--- config.mk ---
export PLATFORM = sky130hd
export DESIGN_NAME = uart_rx_fifo
export DESIGN_NICKNAME = d
export VERILOG_FILES = /design/src/rtl/uart_rx_pkg.sv /design/src/rtl/uart_rx_fifo_mem.sv /design/src/rtl/uart_rx_fifo.sv
export SDC_FILE = /design/constraint.sdc
export NUM_CORES = 1
export LEC_CHECK = 0
export BUFFER_PORTS_ARGS = -buffer_cell sky130_fd_sc_hd__buf_4
export CAP_MARGIN = 40
export CORE_MARGIN = 2
export CORE_UTILIZATION = 40
export CTS_CLUSTER_DIAMETER = 150
export DETAILED_ROUTE_END_ITERATION = 8
export PLACE_DENSITY = 0.61
export SYNTH_ARGS = -nofsm -noshare
export SYNTH_HDL_FRONTEND = slang
export SYNTH_SLANG_ARGS = --single-unit
--- constraint.sdc ---
create_clock -name clk -period 3 [get_ports clk]
set_input_delay 0.15 -clock clk [delete_from_list [all_inputs] [get_ports clk]]
set_output_delay 0.15 -clock clk [all_outputs]
set_load 0.02 [all_outputs]
--- src/rtl/uart_rx_pkg.sv ---
// Shared widths and limits for the UART receive path.
package uart_rx_pkg;
   localparam int DATA_W      = 8;
   localparam int ERR_CNT_W   = 8;
   localparam int ERR_CNT_MAX = 255;
endpackage

--- src/rtl/uart_rx_fifo_mem.sv ---
// Byte storage for uart_rx_fifo: one write port, asynchronous read, no reset.
module uart_rx_fifo_mem
   import uart_rx_pkg::*;
#(
   parameter int DEPTH = 16,
   parameter int AW    = $clog2(DEPTH)
) (
   input  logic              clk,
   input  logic              we,
   input  logic [AW-1:0]     waddr,
   input  logic [DATA_W-1:0] wdata,
   input  logic [AW-1:0]     raddr,
   output logic [DATA_W-1:0] rdata
);

   logic [DATA_W-1:0] mem [DEPTH];

   always_ff @(posedge clk) begin
      if (we) mem[waddr] <= wdata;
   end

   assign rdata = mem[raddr];

endmodule

--- src/rtl/uart_rx_fifo.sv ---
// FWFT byte FIFO behind the UART receiver with sticky overflow flag.
// Define UART_RX_FIFO_ERR_CNT_EN to add the saturating error-frame counter.
module uart_rx_fifo
   import uart_rx_pkg::*;
#(
   parameter int DEPTH = 16
) (
   input  logic                     clk,
   input  logic                     rst,
   input  logic                     data_valid,
   input  logic [DATA_W-1:0]        P_DATA,
   input  logic                     stp_chk_en,
   input  logic                     par_err,
   input  logic                     stp_err,
   input  logic                     out_ready,
   output logic                     out_valid,
   output logic [DATA_W-1:0]        out_data,
   output logic [$clog2(DEPTH):0]   level,
   output logic                     full,
   output logic                     overflow,
   input  logic                     ovf_clr
`ifdef UART_RX_FIFO_ERR_CNT_EN
   ,
   output logic [ERR_CNT_W-1:0]     err_cnt,
   input  logic                     err_clr
`endif
);

   localparam int AW = $clog2(DEPTH);

   logic [AW:0] wptr;
   logic [AW:0] rptr;
   logic        push;
   logic        pop;
   logic        drop;

   // Extra MSB on each pointer separates full from empty.
   assign level     = wptr - rptr;
   assign full      = (level == (AW+1)'(DEPTH));
   assign out_valid = (level != '0);
   assign pop       = out_valid & out_ready;
   assign push      = data_valid & (~full | pop);
   assign drop      = data_valid & full & ~pop;

   always_ff @(posedge clk) begin
      if (rst) begin
         wptr     <= '0;
         rptr     <= '0;
         overflow <= 1'b0;
      end else begin
         if (push) wptr <= wptr + 1'b1;
         if (pop)  rptr <= rptr + 1'b1;
         if (drop)
            overflow <= 1'b1;
         else if (ovf_clr)
            overflow <= 1'b0;
      end
   end

   uart_rx_fifo_mem #(
      .DEPTH (DEPTH),
      .AW    (AW)
   ) u_mem (
      .clk   (clk),
      .we    (push & ~rst),
      .waddr (wptr[AW-1:0]),
      .wdata (P_DATA),
      .raddr (rptr[AW-1:0]),
      .rdata (out_data)
   );

`ifdef UART_RX_FIFO_ERR_CNT_EN
   logic err_frame;

   assign err_frame = stp_chk_en & (par_err | stp_err);

   always_ff @(posedge clk) begin
      if (rst) begin
         err_cnt <= '0;
      end else if (err_frame) begin
         if (err_clr)
            err_cnt <= ERR_CNT_W'(1);
         else if (err_cnt != ERR_CNT_W'(ERR_CNT_MAX))
            err_cnt <= err_cnt + 1'b1;
      end else if (err_clr) begin
         err_cnt <= '0;
      end
   end
`else
   logic unused_err;

   assign unused_err = stp_chk_en ^ par_err ^ stp_err;
`endif

endmodule

==> results_dict.tcl <==
set metrics [dict create \
    synth_cells 296 \
    yosysUniqueCellTypes 39 \
    route.detailed.drc 0 \
    number_of_diodes_added_for_antenna_fixing 0 \
    worst_path_max_delay_cell "sky130_fd_sc_hd__fa_1" \
    post_synth.cell_area_avg_um2 19.68 \
    most-common-layout-cells "128 x sky130_fd_sc_hd__edfxtp_1, 63 x sky130_fd_sc_hd__buf_4, 40 x sky130_fd_sc_hd__mux4_2" \
    pwrdens_mw_per_mm2 787.6 \
    finalWorstSetupSlack_ps 117.6 \
    synth-async-reset-ratio_pct 0 \
    commonest_non_fill_non_tap_cell_in_the_layout "sky130_fd_sc_hd__edfxtp_1" \
    area_delta_synth_final_pct 22.77 \
    antenna_found_initial 0 \
    required_ps 3180 \
    ordered_list_of_cells_on_the_worst_path "ha_1 > inv_1 > fa_1 > nand3b_1 > a211o_1 > a2111oi_4 > buf_4 > nand3b_4 > nor2_1 > buf_4" \
    final-setup-viol-count 0 \
    maximum_cell_stage_delay_along_the_critical_path_ps 480 \
    min_period_over_period_pct 96.08 \
    critical_path_start_type "flop" \
    detail_route.wl_per_cell_um 20.03 \
    antenna_violating_nets_post_route 0 \
    grt_pass1_vias 3164 \
    cts_made_buffers 17 \
    path_max_fanout 5 \
    clock_tree.htree_level_count 4 \
    dieWidth_um 124.7 \
    gp_congestion 0.7462 \
    max_slew.worst_pin.slew_ps 633.3 \
    arrival_ps 3060 \
    cts_tree "done" \
    gr-total-overflow 0 \
    die_height_um 124.7 \
    die_area_mm2 0.01554 \
    design.portCount 32 \
    clock-root-buffer "sky130_fd_sc_hd__clkbuf_16" \
    clk-insertion-delay-late_ps 420 \
    synth_top_flop_cell "sky130_fd_sc_hd__edfxtp_1" \
    maxCapViolCount 0 \
    worst_setup_hold_path_clk_slew_ps 50 \
    setup.worst_path.class "reg -> reg" \
    report.final.hold_viol_count 0 \
    detailedRoute.firstPassIterationCount 6 \
    grt_max_degree 33 \
    crit_path_end_kind "flop" \
    timing_max_transition_violations_final 0 \
    layout.core_utilization_pct 49.76 \
    summed_instance_area_of_the_synthesized_netlist_mm2 0.005824 \
    power.static_leakage_nw 2.407 \
    drt-vias-per-instance 5.313 \
    clock-sinks 143 \
    yosysWarningCount 0 \
    grt_first_pass_wirelength_um 18110 \
    detail_route.wirelength_um 11340 \
    finalClockSkew_ps 5.666 \
    first_iter_violations 268 \
    sequential_to_total_area_share_from_yosys_stat_pct 71.15 \
    buffer_ports.inserted 28 \
    layout-drive-gt1-share_pct 41.62 \
    grt_setup_unrepaired "no" \
    fin_nets 395 \
    num_vias 3007 \
    vdd_drop_max_mv 0.6835 \
    cts_max_path_buffers 2 \
    initial_utilization_pct 40.53 \
    timing.final.crit_period_ps 2882 \
    slew_headroom_pct 57.72 \
    fp-row-count 44 \
    coreArea_mm2 0.01437 \
    place.detailed.hpwl_um 7646 \
    cpMostUsedCell "sky130_fd_sc_hd__buf_4" \
    synth.net_count 322 \
    achievable-frequency_mhz 346.9 \
    place_ws_ps 67.54 \
    track_usage_pct 15.83 \
    min-delay-path-class "in -> reg" \
    number_of_synthesized_register_bits 143 \
    synth_enable_flop_cells 128 \
    result_of_the_run "finished clean" \
]
==> layout make-up <==
cell class | instances | area (um2)
Sequential cell | 143 | 4145
Timing Repair Buffer | 66 | 513.0
Inverter | 9 | 33.78
Fill cell | 1173 | 7218
Multi-Input combinational cell | 132 | 1645
Tap cell | 184 | 230.2
Clock buffer | 26 | 499.2
Clock inverter | 6 | 83.83
==> logic make-up (layout without fill, tap and decap cells) <==
group                      count (synthesis)  after routing  share of synthesized area (%)
DFF                                      143            143                          71.15
and+or+nand+nor                           52             52                          5.456
muxes                                     42             42                          15.90
AOI/OAI and AO/OA                         25             25                          3.201
buffers and inverters                     21            107                          1.568
adders and majority gates                 10             10                          2.277
xor gates and xnor gates                   3              3                         0.4512
==> routing by layer <==
layer	vias to the layer above	global-route usage, %	wire (um)
met2	59	24.88	5611
met5	-	0	0
met3	16	4.596	469
met1	1572	21.31	5121
li1	1360	-	-
met4	0	5.354	135
==> cell usage after synthesis (2+ instances only) <==
cell type                  count  share of area [%]
sky130_fd_sc_hd__o21ai_0       4               0.34
sky130_fd_sc_hd__xor2_1        3               0.45
sky130_fd_sc_hd__nand3_1       2               0.17
sky130_fd_sc_hd__a21oi_2       2               0.30
sky130_fd_sc_hd__o21ai_2       3               0.45
sky130_fd_sc_hd__a21oi_1      11               0.95
sky130_fd_sc_hd__nor2_1       16                1.0
sky130_fd_sc_hd__nor2b_1       2               0.21
sky130_fd_sc_hd__ha_1          9                1.9
sky130_fd_sc_hd__buf_2         4               0.34
sky130_fd_sc_hd__clkbuf_1      5               0.32
sky130_fd_sc_hd__dfxtp_1      15                5.2
sky130_fd_sc_hd__nand2_1       6               0.39
sky130_fd_sc_hd__or3_1         3               0.32
sky130_fd_sc_hd__nor4b_1       4               0.60
sky130_fd_sc_hd__mux4_2       40                 15
sky130_fd_sc_hd__buf_1         2               0.13
sky130_fd_sc_hd__edfxtp_1    128                 66
sky130_fd_sc_hd__nand2b_1      2               0.21
sky130_fd_sc_hd__nand3b_1      2               0.26
sky130_fd_sc_hd__inv_1         9               0.58
sky130_fd_sc_hd__nand4_1       5               0.54
sky130_fd_sc_hd__or3_2         3               0.39
==> state kept, by name, summed over array words and instances, names as in the netlist, named ones only <==
signal	count
wptr	5
overflow	1
u_mem.mem	128
rptr	5
==> final timing paths <==
| path | from | end | slack [ps] | cells after the start |
|---|---|---|---|---|
| worst max-delay path | rptr[0] | u_mem.mem[14][7] | 120 | 10 |
| worst min-delay path | ovf_clr | overflow | 30 | 4 |
| worst max register to register | rptr[0] | u_mem.mem[14][7] | 120 | 10 |
| worst min register to register | wptr[4] | wptr[4] | 500 | 2 |
==> power breakdown <==
part / total, mW / internal [mW] / switching, mW
registers: 2.25 / 2.22 / 0.0369
clock network: 2.05 / 1.31 / 0.742
logic: 1.33 / 0.656 / 0.672
total: 5.63 / 4.18 / 1.45
==> worst max-delay path, delay by kind of cell (launching register included) <==
kind / cells / cell delay (ps)
compound gates: 2 / 720
fa+ha+maj: 2 / 670
buf+inv: 3 / 430
flops: 1 / 400
simple gates: 3 / 420
==> through the flow <==
step | hold WS [ps] | total power [mW] | instances | instance area (um2) | TNS [ps]
floorplan | 248.9 | 3.164 | 296 | 5842 | -7687
global placement | 434.2 | 3.591 | 530 | 6519 | 0
detailed placement | 433.3 | 3.605 | 530 | 6519 | 0
CTS | 16.28 | 5.678 | 564 | 7122 | 0
global route | 40.27 | 5.867 | 566 | 7151 | 0
finish | 32.76 | 5.632 | 566 | 7151 | 0
==> what timing repair did <==
item / in CTS / in global routing
hold buffers: 2 / 0
hold endpoints to repair: 4 / 0
setup buffers: 0 / 2
gates resized for setup: 0 / 3
setup endpoints to repair: 0 / 130
Power figures use the tool's default switching activity.
